==> src/rtl/mem_stage_if.sv <==
// Data-memory bus between the memory stage (master) and the data memory (slave).
// Request/grant handshake followed by a separate read-data valid phase for loads.
interface mem_stage_if;
   logic        req;
   logic        we;
   logic [31:0] addr;
   logic [3:0]  be;
   logic [31:0] wdata;
   logic        gnt;
   logic        rvalid;
   logic [31:0] rdata;

   modport master (
      output req, we, addr, be, wdata,
      input  gnt, rvalid, rdata
   );

   modport slave (
      input  req, we, addr, be, wdata,
      output gnt, rvalid, rdata
   );
endinterface

==> src/rtl/mem_stage.sv <==
// Memory-access stage: issues one data-memory transaction per instruction,
// aligns/extends load data, and registers the writeback value and address.
// Holds the upstream pipeline via mem_stall_o while a transaction is open.
module mem_stage #(
   parameter int unsigned TIMEOUT = 256
) (
   input  logic         clk,
   input  logic         rst_n,
   input  logic         ex_mem_reg_valid_i,
   input  logic [31:0]  ex_mem_reg_op_c_i,
   input  logic [31:0]  ex_mem_reg_sdata_i,
   input  logic [3:0]   ex_mem_reg_memctl_i,
   input  logic [4:0]   ex_mem_reg_waddr_i,
   mem_stage_if.master  dmem,
   output logic         mem_stall_o,
   output logic         mem_wb_valid_o,
   output logic [31:0]  mem_wb_data_o,
   output logic [4:0]   mem_wb_waddr_o,
   output logic         mem_misalign_o,
   output logic         mem_bus_err_o
);

   localparam int unsigned CNT_W = (TIMEOUT > 2) ? $clog2(TIMEOUT) : 1;
   localparam logic [CNT_W-1:0] CNT_LAST = CNT_W'(TIMEOUT - 1);

   localparam logic [1:0] IDLE        = 2'd0;
   localparam logic [1:0] WAIT_GNT    = 2'd1;
   localparam logic [1:0] WAIT_RVALID = 2'd2;

   localparam logic [3:0] MC_LB  = 4'd1;
   localparam logic [3:0] MC_LH  = 4'd2;
   localparam logic [3:0] MC_LW  = 4'd3;
   localparam logic [3:0] MC_LBU = 4'd4;
   localparam logic [3:0] MC_LHU = 4'd5;
   localparam logic [3:0] MC_SB  = 4'd6;
   localparam logic [3:0] MC_SH  = 4'd7;
   localparam logic [3:0] MC_SW  = 4'd8;

   logic [1:0]       state_q, state_d;
   logic [CNT_W-1:0] cnt_q, cnt_d;
   logic             wb_valid_q, wb_valid_d;
   logic [31:0]      wb_data_q, wb_data_d;
   logic [4:0]       wb_waddr_q, wb_waddr_d;
   logic             misalign_q, misalign_d;
   logic             bus_err_q, bus_err_d;

   logic             is_load, is_store, is_byte, is_half, is_word, is_signed;
   logic             misaligned, mem_op;
   logic             complete, abort, timeout;
   logic [7:0]       ld_byte;
   logic [15:0]      ld_half;
   logic [31:0]      ld_data;

   // Decode the memory-control field into access kind, size and signedness.
   always_comb begin
      is_load   = 1'b0;
      is_store  = 1'b0;
      is_byte   = 1'b0;
      is_half   = 1'b0;
      is_signed = 1'b0;
      case (ex_mem_reg_memctl_i)
         MC_LB:   begin is_load  = 1'b1; is_byte = 1'b1; is_signed = 1'b1; end
         MC_LH:   begin is_load  = 1'b1; is_half = 1'b1; is_signed = 1'b1; end
         MC_LW:   begin is_load  = 1'b1; end
         MC_LBU:  begin is_load  = 1'b1; is_byte = 1'b1; end
         MC_LHU:  begin is_load  = 1'b1; is_half = 1'b1; end
         MC_SB:   begin is_store = 1'b1; is_byte = 1'b1; end
         MC_SH:   begin is_store = 1'b1; is_half = 1'b1; end
         MC_SW:   begin is_store = 1'b1; end
         default: ;
      endcase
      is_word    = (is_load | is_store) & ~is_byte & ~is_half;
      misaligned = (is_half & ex_mem_reg_op_c_i[0]) |
                   (is_word & (|ex_mem_reg_op_c_i[1:0]));
      mem_op     = (is_load | is_store) & ~misaligned;
   end

   // Bus request fields; req is gated by rst_n so it drops the moment reset asserts.
   always_comb begin
      dmem.req   = rst_n & (((state_q == IDLE) & ex_mem_reg_valid_i & mem_op) |
                            (state_q == WAIT_GNT));
      dmem.we    = is_store;
      dmem.addr  = {ex_mem_reg_op_c_i[31:2], 2'b00};
      dmem.be    = 4'hF;
      dmem.wdata = ex_mem_reg_sdata_i;
      if (is_byte) begin
         dmem.be    = 4'b0001 << ex_mem_reg_op_c_i[1:0];
         dmem.wdata = {4{ex_mem_reg_sdata_i[7:0]}};
      end else if (is_half) begin
         dmem.be    = 4'b0011 << ex_mem_reg_op_c_i[1:0];
         dmem.wdata = {2{ex_mem_reg_sdata_i[15:0]}};
      end
   end

   // Select the addressed byte/half lane of the read data and extend it.
   always_comb begin
      case (ex_mem_reg_op_c_i[1:0])
         2'd0:    ld_byte = dmem.rdata[7:0];
         2'd1:    ld_byte = dmem.rdata[15:8];
         2'd2:    ld_byte = dmem.rdata[23:16];
         default: ld_byte = dmem.rdata[31:24];
      endcase
      ld_half = ex_mem_reg_op_c_i[1] ? dmem.rdata[31:16] : dmem.rdata[15:0];
      if (is_byte) begin
         ld_data = {{24{is_signed & ld_byte[7]}}, ld_byte};
      end else if (is_half) begin
         ld_data = {{16{is_signed & ld_half[15]}}, ld_half};
      end else begin
         ld_data = dmem.rdata;
      end
   end

   // Transaction FSM with per-state wait counter; a wait that reaches the limit aborts.
   always_comb begin
      state_d  = state_q;
      cnt_d    = cnt_q;
      complete = 1'b0;
      abort    = 1'b0;
      timeout  = (cnt_q == CNT_LAST);
      case (state_q)
         IDLE: begin
            if (ex_mem_reg_valid_i) begin
               if (!mem_op) begin
                  complete = 1'b1;
               end else if (dmem.gnt) begin
                  if (is_store) begin
                     complete = 1'b1;
                  end else begin
                     state_d = WAIT_RVALID;
                     cnt_d   = '0;
                  end
               end else begin
                  state_d = WAIT_GNT;
                  cnt_d   = '0;
               end
            end
         end
         WAIT_GNT: begin
            if (dmem.gnt) begin
               cnt_d = '0;
               if (is_store) begin
                  complete = 1'b1;
                  state_d  = IDLE;
               end else begin
                  state_d = WAIT_RVALID;
               end
            end else if (timeout) begin
               complete = 1'b1;
               abort    = 1'b1;
               state_d  = IDLE;
               cnt_d    = '0;
            end else begin
               cnt_d = cnt_q + CNT_W'(1);
            end
         end
         WAIT_RVALID: begin
            if (dmem.rvalid) begin
               complete = 1'b1;
               state_d  = IDLE;
               cnt_d    = '0;
            end else if (timeout) begin
               complete = 1'b1;
               abort    = 1'b1;
               state_d  = IDLE;
               cnt_d    = '0;
            end else begin
               cnt_d = cnt_q + CNT_W'(1);
            end
         end
         default: begin
            state_d = IDLE;
            cnt_d   = '0;
         end
      endcase
      mem_stall_o = ex_mem_reg_valid_i & ~complete;
   end

   // Next writeback values: loaded on completion, otherwise held; pulses default low.
   always_comb begin
      wb_valid_d = complete;
      wb_data_d  = wb_data_q;
      wb_waddr_d = wb_waddr_q;
      misalign_d = 1'b0;
      bus_err_d  = 1'b0;
      if (complete) begin
         if (abort) begin
            bus_err_d  = 1'b1;
            wb_data_d  = '0;
            wb_waddr_d = '0;
         end else if (misaligned) begin
            misalign_d = 1'b1;
            wb_data_d  = '0;
            wb_waddr_d = '0;
         end else if (is_store) begin
            wb_data_d  = '0;
            wb_waddr_d = '0;
         end else if (is_load) begin
            wb_data_d  = ld_data;
            wb_waddr_d = ex_mem_reg_waddr_i;
         end else begin
            wb_data_d  = ex_mem_reg_op_c_i;
            wb_waddr_d = ex_mem_reg_waddr_i;
         end
      end
   end

   // State, counter and writeback registers with asynchronous active-low reset.
   always_ff @(posedge clk or negedge rst_n) begin
      if (!rst_n) begin
         state_q    <= IDLE;
         cnt_q      <= '0;
         wb_valid_q <= 1'b0;
         wb_data_q  <= '0;
         wb_waddr_q <= '0;
         misalign_q <= 1'b0;
         bus_err_q  <= 1'b0;
      end else begin
         state_q    <= state_d;
         cnt_q      <= cnt_d;
         wb_valid_q <= wb_valid_d;
         wb_data_q  <= wb_data_d;
         wb_waddr_q <= wb_waddr_d;
         misalign_q <= misalign_d;
         bus_err_q  <= bus_err_d;
      end
   end

   assign mem_wb_valid_o = wb_valid_q;
   assign mem_wb_data_o  = wb_data_q;
   assign mem_wb_waddr_o = wb_waddr_q;
   assign mem_misalign_o = misalign_q;
   assign mem_bus_err_o  = bus_err_q;

endmodule

==> src/flat_wrapper.sv <==
// flat-port wrapper written by rule: the top's interface ports become plain ports
module mem_stage_flat 
#(
   parameter int unsigned TIMEOUT = 256
)
  (clk, rst_n, ex_mem_reg_valid_i, ex_mem_reg_op_c_i, ex_mem_reg_sdata_i, ex_mem_reg_memctl_i, ex_mem_reg_waddr_i, mem_stall_o, mem_wb_valid_o, mem_wb_data_o, mem_wb_waddr_o, mem_misalign_o, mem_bus_err_o, dmem_req, dmem_we, dmem_addr, dmem_be, dmem_wdata, dmem_gnt, dmem_rvalid, dmem_rdata);
  mem_stage_if dmem_i ();
  input  logic clk;
  input  logic rst_n;
  input  logic ex_mem_reg_valid_i;
  input  logic [31:0] ex_mem_reg_op_c_i;
  input  logic [31:0] ex_mem_reg_sdata_i;
  input  logic [3:0] ex_mem_reg_memctl_i;
  input  logic [4:0] ex_mem_reg_waddr_i;
  output logic mem_stall_o;
  output logic mem_wb_valid_o;
  output logic [31:0] mem_wb_data_o;
  output logic [4:0] mem_wb_waddr_o;
  output logic mem_misalign_o;
  output logic mem_bus_err_o;
  output wire logic [$bits(dmem_i.req)-1:0] dmem_req;
  output wire logic [$bits(dmem_i.we)-1:0] dmem_we;
  output wire logic [$bits(dmem_i.addr)-1:0] dmem_addr;
  output wire logic [$bits(dmem_i.be)-1:0] dmem_be;
  output wire logic [$bits(dmem_i.wdata)-1:0] dmem_wdata;
  input wire logic [$bits(dmem_i.gnt)-1:0] dmem_gnt;
  input wire logic [$bits(dmem_i.rvalid)-1:0] dmem_rvalid;
  input wire logic [$bits(dmem_i.rdata)-1:0] dmem_rdata;
  assign dmem_req = dmem_i.req;
  assign dmem_we = dmem_i.we;
  assign dmem_addr = dmem_i.addr;
  assign dmem_be = dmem_i.be;
  assign dmem_wdata = dmem_i.wdata;
  assign dmem_i.gnt = dmem_gnt;
  assign dmem_i.rvalid = dmem_rvalid;
  assign dmem_i.rdata = dmem_rdata;
  mem_stage #(.TIMEOUT(TIMEOUT)) u_core (.clk(clk), .rst_n(rst_n), .ex_mem_reg_valid_i(ex_mem_reg_valid_i), .ex_mem_reg_op_c_i(ex_mem_reg_op_c_i), .ex_mem_reg_sdata_i(ex_mem_reg_sdata_i), .ex_mem_reg_memctl_i(ex_mem_reg_memctl_i), .ex_mem_reg_waddr_i(ex_mem_reg_waddr_i), .dmem(dmem_i), .mem_stall_o(mem_stall_o), .mem_wb_valid_o(mem_wb_valid_o), .mem_wb_data_o(mem_wb_data_o), .mem_wb_waddr_o(mem_wb_waddr_o), .mem_misalign_o(mem_misalign_o), .mem_bus_err_o(mem_bus_err_o));
endmodule
==> config.mk <==
export PLATFORM = sky130hd
export DESIGN_NAME = mem_stage_flat
export DESIGN_NICKNAME = d
export VERILOG_FILES = /design/src/rtl/mem_stage_if.sv /design/src/rtl/mem_stage.sv /design/src/flat_wrapper.sv
export SDC_FILE = /design/constraint.sdc
export NUM_CORES = 1
export LEC_CHECK = 0
export ABC_AREA = 1
export CORE_MARGIN = 2
export CORE_UTILIZATION = 39
export DETAILED_ROUTE_END_ITERATION = 8
export HOLD_SLACK_MARGIN = 0.08
export PLACE_DENSITY = 0.79
export SLEW_MARGIN = 0
export SYNTH_ARGS = -nofsm -noshare
export SYNTH_HDL_FRONTEND = slang
export SYNTH_SLANG_ARGS = --single-unit
==> constraint.sdc <==
create_clock -name clk -period 3 [get_ports clk]
set_clock_uncertainty 0.15 [all_clocks]
set_input_delay 0.75 -clock clk [delete_from_list [all_inputs] [get_ports clk]]
set_output_delay 0.75 -clock clk [all_outputs]
set_load 0.1 [all_outputs]
# == Yosys cells after proc, flatten, opt, wreduce, memory -nomap -nowiden ==
# Cells that the tools add are included.
# word_totals
register_bits,50
in_bits,110
wordCells,106
# classes
n_addsub,1
eq_ne,16
shift,2
muxes,53
n_bitwise,18
n_reduce_logical,9
# op_table
cell,n
$mux W32,8
$mux W8,7
$pmux W8 S3,2
$mux W1,19
$eq A4 B3 Y1 const B,4
$mux W16,1
$mux W2,8
$mux W5,3
$and A1 B1 Y1,11
$reduce_or A3 Y1,3
$add A8 B1 Y8 const B,1
$eq A4 B2 Y1 const B,2
$eq A8 B8 Y1 const B,1
$mux W4,2
$pmux W2 S3,1
$reduce_or A5 Y1,1
$eq A2 B1 Y1 const B,2
$eq A2 B2 Y1 const B,2
$eq A4 B1 Y1 const B,1
$eq A4 B4 Y1 const B,1
$logic_not A2 Y1,2
$not A1 Y1,4
$reduce_or A2 Y1,2
$shl A1 B2 Y4 const A,1
other kinds (8),10

# == Logic depth before layout (Yosys ltp) ==
# Gate-level depths: netlist of the first run.
# depth
depth_word,15
mapped_depth,16
depth_no_buf,14

# == Worst setup path before layout of the first run ==
# Ideal clock, no wire load.
# synth_path
kind,input to output
start,input port ex_mem_reg_memctl_i[0]
end,output port dmem_wdata[10]
arrival_ps,3534
t_required_ps,2100
slack_ps,-1434
cell_stages,7
path_buffers,2
cell_sequence,inv_1 -> nor2_1 -> nand2_1 -> nand2_4 -> buf_2 -> clkbuf_1 -> o21ai_0
# synth_via
elab_chain_cells,4
# synth_lines
item,line,text
from (decl),flat_wrapper.sv:13,input logic [3:0] ex_mem_reg_memctl_i;
$eq A4 B3 Y1 / $eq A4 B1 Y1 (equally long branches),mem_stage.sv:61,case (ex_mem_reg_memctl_i)
$reduce_or A3 Y1 (no line) *,-,
$mux W1 *,mem_stage.sv:61,
$mux W32 *,mem_stage.sv:86,if (is_byte) begin
to (decl),flat_wrapper.sv:25,output wire logic [$bits(dmem_i.wdata)-1:0] dmem_wdata;
# Mark *: on every way between the ends. The rest lies on a longest branch, timed or not.

# == Final worst setup path of the first run ==
# layout_path
start,input port ex_mem_reg_memctl_i[2]
end,output port dmem_req
# layout_via
elab_chain_cells,13
# layout_lines
item,line,text
$eq A4 B2 Y1 (tied with other cells),mem_stage.sv:61,
$reduce_or A5 Y1 (no line) / $reduce_or A3 Y1 (equally long branches),-,
$mux W1,mem_stage.sv:61,
$or A1 B1 Y1 / $not A1 Y1 (equally long branches),"mem_stage.sv:72, mem_stage.sv:75",
$and A1 B1 Y1 (2 in series),mem_stage.sv:72,is_word = (is_load | is_store) & ~is_byte & ~is_half;
$and A1 B1 Y1,mem_stage.sv:74,(is_word & (|ex_mem_reg_op_c_i[1:0]));
$or A1 B1 Y1,mem_stage.sv:73,misaligned = (is_half & ex_mem_reg_op_c_i[0]) |
$not A1 Y1,mem_stage.sv:75,mem_op = (is_load | is_store) & ~misaligned;
$and A1 B1 Y1 *,mem_stage.sv:75,
$and A1 B1 Y1 *,mem_stage.sv:80,dmem.req = rst_n & (((state_q == IDLE) & ex_mem_reg_valid_i & mem_op) |
$or A1 B1 Y1 *,mem_stage.sv:80,
$and A1 B1 Y1 *,mem_stage.sv:80,
to (decl),flat_wrapper.sv:21,output wire logic [$bits(dmem_i.req)-1:0] dmem_req;
# Marks and branches as above.

==> results of run 1 <==
## stage by stage
stage                     setup TNS [ns]  total power, W
after CTS                        -0.0961         0.00604
after global placement            -15.28         0.00512
after detailed placement          -17.37         0.00517
after global routing              -0.865         0.00631
final                             -0.169         0.00604
after floorplan                    -9.91         0.00403
## worst max-delay path by stage
stage | startpoint | cells after the start | endpoint | slack, ns
final | ex_mem_reg_memctl_i[2] | 14 | dmem_req | -0.10
after global routing | ex_mem_reg_memctl_i[2] | 14 | dmem_req | -0.18
after CTS | ex_mem_reg_memctl_i[3] | 14 | mem_stall_o | -0.06
after detailed placement | ex_mem_reg_memctl_i[1] | 15 | mem_stall_o | -0.56
after global placement | ex_mem_reg_memctl_i[1] | 15 | mem_stall_o | -0.53
after floorplan | ex_mem_reg_memctl_i[2] | 7 | dmem_wdata[24] | -0.79
## worst max-delay path, cell delays in order
cell	delay, ns
buf_8	0.10
buf_6	0.12
nor2_4	0.17
nand2_2	0.07
nand2_2	0.10
inv_4	0.04
nand2_4	0.09
nand3_4	0.10
nand2_2	0.11
inv_2	0.04
nand2_2	0.08
nor2_4	0.05
o21a_4	0.22
buf_12	0.16
## sequential cells by signal, indices dropped and copies added (netlist names)
signal,cells
u_core.cnt_q,8
u_core.mem_bus_err_o,1
u_core.mem_misalign_o,1
u_core.mem_wb_data_o,32
u_core.mem_wb_valid_o,1
u_core.mem_wb_waddr_o,5
u_core.state_q,2
## cell families (layout without fill, tap and decap cells)
| group | Yosys count | in the layout |
|---|---|---|
| other cells | 1 | 2 |
| fa+ha+maj | 9 | 9 |
| compound gates | 78 | 78 |
| buf+inv | 146 | 363 |
| simple gates | 514 | 514 |
| flops | 50 | 50 |
| xor+xnor | 3 | 3 |
## cell usage in the layout, fill, tap and decap left out, types with 4 or more instances in the layout
cell type | Yosys | final
nand4_1 | 4 | 4
buf_4 | 42 | 100
o211ai_1 | 15 | 15
nand3b_1 | 16 | 16
clkbuf_16 | 0 | 5
inv_4 | 1 | 4
a21oi_1 | 19 | 19
inv_2 | 3 | 5
nand2_1 | 373 | 356
o21ai_2 | 1 | 4
or2_2 | 8 | 8
nand2_2 | 5 | 19
dfrtp_1 | 50 | 50
o21ai_0 | 35 | 27
nor2_4 | 1 | 6
inv_1 | 61 | 54
ha_1 | 9 | 8
nand2_4 | 3 | 4
buf_6 | 5 | 9
nor2_1 | 40 | 35
buf_12 | 0 | 74
clkdlybuf4s50_1 | 0 | 101
nand3_1 | 55 | 54
## power by group through the flow
stage	logic (W)	clock network (W)	registers, W
after floorplan	0.00152	0	0.00251
after global placement	0.00408	0	0.00104
after detailed placement	0.00412	0	0.00104
after CTS	0.00425	0.000756	0.00103
after global routing	0.00446	0.000785	0.00106
final	0.00426	0.000751	0.00103
## routing by layer
layer	vias to the layer above	GRT usage	wire, um
met5	-	0	0
met4	0	0.0755	455
met3	36	0.0527	1430
met2	295	0.455	8790
met1	2665	0.330	6870
li1	2892	-	-
## cell type report
cell class	instances	area (sq um)
clock buffers	6	139
clock inverters	2	60.1
fillers	988	3730
inverters	66	279
multi-input cells	606	2970
flip-flops and latches	50	1250
well taps	147	184
repair buffers	289	3390
## what timing repair did
action | 4_1_cts | 5_1_grt
setup buffers | 17 | 5
endpoints found under the setup margin | 31 | 63
pin swaps | 16 | 15
resized for setup | 54 | 11
==> results.toml, run 1 <==
[run_status]
status = "finished, violations left"
violations = "setup timing"

[logic_synthesis]
synth_top_family_by_area = "simple AND/OR/NAND/NOR gates"
ys.flop_type = "dfrtp_1"
synth_most_common_cell = "nand2_1"
yosys_warnings = 0
syn_inst = 801
synth_xor_area_frac = 0.00549
ys_seq_elements = 50
synth.area.top_cells = "nand2_1, dfrtp_1, buf_4, nand3_1, inv_1"
synth_cell_types = 39
synth_area_leader_cell = "nand2_1"
ys_seq_area_frac = 0.262
syn-cell-area_sq_mm = 0.00478
yosys.area_share.simple = 0.457
synth_top_area_share = 0.293
synth_compound_area_frac = 0.0931
muxShareOfSynthArea = 0
netlist_top_cells_count = "nand2_1, inv_1, nand3_1, dfrtp_1, buf_4"
postSynthAreaPerCell_sq_um = 5.97
synth-edff-count = 0
synthArstFlopShare = 1.00
synthAdderAreaFrac = 0.0235

[pwr]
p_int_w = 0.00255
power_frac_seq = 0.171
p_comb_frac = 0.704
peakVddDrop_mv = 0.383
p_clk_frac = 0.124
power_density_mw_per_mm2 = 730
p_leak_nw = 4.30
netSwitchingFraction = 0.578
p_switching_w = 0.00349

[place]
portBuffers = 218
pre_cts_slack_ns = -0.558
dpl-instance-area_sq_mm = 0.00778
dp_hpwl_mm = 13.5
place.gp.congestion = 0.922
dp_cells = 1140

[clock_network]
cts_root_buf = "clkbuf_16"
cts_tree = "yes"
numClockSinks = 50
holdBufCountCts = 0
cts.clk_slew.worst_paths_ns = 0.07
clockBufferDepth = 2
clk_latency_ns = 0.29
cts.htree.levels = 2
cts_buffers = 5

[die]
core_sq_mm = 0.0120
initial_core_util = 0.398
pin_count = 221
die_area_sq_mm = 0.0132
die_height_um = 115
die_w_um = 115
rows = 40

[worst_setup_path]
rrSetupSlack_ns = 0.28
arrival_ns = 2.20
start_kind = "input pin"
crit_fanout = 4
r2r_start = "u_core.cnt_q[0]"
cp.required_ns = 2.10
endpoint_kind = "output pin"
crit_type = "in2out"
reg2regPathDepth = 15
regToRegEndpoint = "u_core.mem_wb_data_o[31]"

[timing]
relSlewSlack = 0.580
setup_ws_ns = -0.101
rsz0062_at_grt = "yes"
period_minus_slack_ns = 3.10
finalMaxSlewViolations = 0
finalHoldViolCount = 0
max_freq_mhz = 322
finalSetupViolCount = 2
hold-worst-slack_ns = 0.323
worst_pin_slew_ns = 0.630
period_share = 1.03

[finish]
area_growth_pct = 73.0
num_antenna_cells = 0
final_cells = 1166
nNetsFinal = 1137
design_area_sq_mm = 0.00828
final_util = 0.689
drive_gt1_frac = 0.257

[worst_hold_path]
hold_start = "u_core.mem_wb_data_o[21]"
hold_depth = 2
hp-class = "reg2reg"
worstHoldEndpoint = "u_core.mem_wb_data_o[21]"

[global_routing]
grt_usage = 0.262
grt_pass1_vias = 5628
grt_first_pass_wirelength_mm = 27.7
grt_overflow_total = 0
grt_max_degree = 51
antenna_found_initial = 0

[route]
post_drt_wl_per_cell_um = 15.1
vias_per_cell = 5.05
drc = 0
drt_iter0_markers = 518
vias = 5888
ant_nets = 0
dr.pass1.iters = 6
wirelength_mm = 17.6

[flow_run]
maxCapViolCount = 0
No activity file was read; power rests on OpenSTA's default activity.
==> run 2, diff against run 1 <==
--- a/config.mk
+++ b/config.mk
@@ -6,6 +6,7 @@
 export NUM_CORES = 1
 export LEC_CHECK = 0
 export ABC_AREA = 1
+export CORE_ASPECT_RATIO = 1.4
 export CORE_MARGIN = 2
 export CORE_UTILIZATION = 39
 export DETAILED_ROUTE_END_ITERATION = 8
==> run 2 against run 1 <==
The flow still finishes with violations (setup timing). Die area about the same. Via count increased by 0.93%. Global-route usage increased by 1.2 points. Sequential share of layout area decreased by 0.18 points. Cell count about the same. Sequential power about the same. Sequential cell count unchanged. Core utilization increased by 1.6 points.
==> results.toml, run 2 (synthesis gave the netlist of run 1 again) <==
[timing]
finalMaxSlewViolations = 0
hold-worst-slack_ns = 0.320
period_minus_slack_ns = 3.09
period_share = 1.03
relSlewSlack = 0.576
worst_pin_slew_ns = 0.636
finalSetupViolCount = 13
rsz0062_at_grt = "yes"
finalHoldViolCount = 0
max_freq_mhz = 324
setup_ws_ns = -0.0880

[place]
place.gp.congestion = 0.955
dp_hpwl_mm = 14.4
portBuffers = 218
dp_cells = 1141

[finish]
final_util = 0.705
num_antenna_cells = 0
final_common_cell = "nand2_1"
final-seq-area_sq_mm = 0.00125
drive_gt1_frac = 0.268
area_growth_pct = 75.1
final_cells = 1165
largest_reg_flops = 32
multi_input_area_sq_mm = 0.00304
n_fill_cell = 945
final_cell_mix = "nand2_1, clkdlybuf4s50_1, buf_4, buf_12"
nNetsFinal = 1136

[clock_network]
numClockSinks = 50
cts_buffers = 5
clockBufferDepth = 2
cts_root_buf = "clkbuf_16"
cts.htree.levels = 2
cts_tree = "yes"
clk_latency_ns = 0.30
cts.clk_slew.worst_paths_ns = 0.06

[pwr]
p_leak_nw = 4.32
power.total_w = 0.00592
power_density_mw_per_mm2 = 707
peakVddDrop_mv = 0.417

[worst_setup_path]
critical_path.cell_chain = "buf_8 -> buf_6 -> nor2_4 -> buf_6 -> nand2_8 -> nand2_8 -> nor2_8 -> buf_6 -> buf_6 -> buf_6 -> nand2_2 -> o211ai_1 -> clkbuf_16"
cpMaxStageDelayCell = "clkbuf_16"
crit_fanout = 5
cp.required_ns = 2.10
arrival_ns = 2.19
start_kind = "input pin"
cpPeakStageDelay_ns = 0.23
path_common_cell = "buf_6"
reg2regPathDepth = 12
endpoint_kind = "output pin"
crit_type = "in2out"

[route]
drt_iter0_markers = 360
vias_per_cell = 5.10
wirelength_mm = 18.7
ant_nets = 0
dr.pass1.iters = 5
post_drt_wl_per_cell_um = 16.0
drc = 0
vias = 5943

[die]
die_w_um = 97.6
die_area_sq_mm = 0.0132
core_sq_mm = 0.0119
die_height_um = 135
rows = 47
pin_count = 221
initial_core_util = 0.403

[global_routing]
antenna_found_initial = 0
grt_overflow_total = 0
grt_first_pass_wirelength_mm = 29.1
grt_usage = 0.274
grt_pass1_vias = 6000
grt_max_degree = 51

[worst_hold_path]
hp-class = "reg2reg"
hold_depth = 2

[run_status]
status = "finished, violations left"
violations = "setup timing"

[flow_run]
maxCapViolCount = 0
[run 2: changes by cell type in the layout (fill, tap and decap cells not counted), moves of 5 or more]
cell | before | now
nand2_2 | 19 | 25
nand2_1 | 356 | 345
nand2_4 | 4 | 9
buf_4 | 100 | 90
buf_6 | 9 | 15
[run 2: power breakdown]
group	total (W)	internal, W	switching [W]
Clock	0.000651	0.000395	0.000256
Sequential	0.00103	0.000900	0.000135
Combinational	0.00424	0.00112	0.00311
[run 2: timing repair]
| action | 4_1_cts | 5_1_grt |
|---|---|---|
| setup endpoints to repair | 31 | 14 |
| gates cloned | 0 | 2 |
| hold buffers | 0 | 0 |
| pin swaps | 22 | 16 |
| setup buffers | 11 | 6 |
| hold endpoints to repair | 0 | 0 |
| gates resized for setup | 64 | 35 |
[run 2: path summary, 6_finish.rpt]
path / start / end / slack [ns]
max reg2reg: u_core.cnt_q[0] / u_core.mem_wb_data_o[7] / 0.69
min: u_core.mem_wb_data_o[3] / u_core.mem_wb_data_o[3] / 0.32
max: ex_mem_reg_memctl_i[2] / dmem_wdata[27] / -0.09
max in group asynchronous: rst_n / u_core.cnt_q[4] / 1.79
min in group asynchronous: rst_n / u_core.mem_wb_waddr_o[0] / 0.47
min reg2reg: u_core.mem_wb_data_o[3] / u_core.mem_wb_data_o[3] / 0.32
[run 2: layout make-up]
| type | instances | share of cell area |
|---|---|---|
| inverter | 66 | 0.0339 |
| sequential | 50 | 0.149 |
| clock inverter | 3 | 0.00523 |
| timing repair buffer | 288 | 0.412 |
| clock buffer | 5 | 0.0149 |
| multi-input combinational | 606 | 0.363 |
| tap | 147 | 0.0220 |
[run 2: per-layer routing]
metal	GRT usage	vias to the layer above	part of all wire
met5	0	-	0
met2	0.541	267	0.57
li1	-	2893	-
met1	0.274	2735	0.33
met4	0.123	0	0.035
met3	0.0502	48	0.069
[run 2: worst max-delay path: cells and delay by family]
family | cells | cell delay [ns]
and+or+nand+nor | 5 | 0.37
AOI/OAI and AO/OA | 1 | 0.11
buffers and inverters | 7 | 0.93
[run 2: stage by stage]
stage | TNS [ns] | instance area, sq um | setup WS [ns]
2_1_floorplan | -9.91 | 4950 | -0.788
3_3_place_gp | -14.35 | 7810 | -0.514
3_5_place_dp | -19.42 | 7810 | -0.603
4_1_cts | -0.0551 | 8190 | -0.0428
5_1_grt | -1.96 | 8380 | -0.186
6_report | -0.907 | 8380 | -0.0880
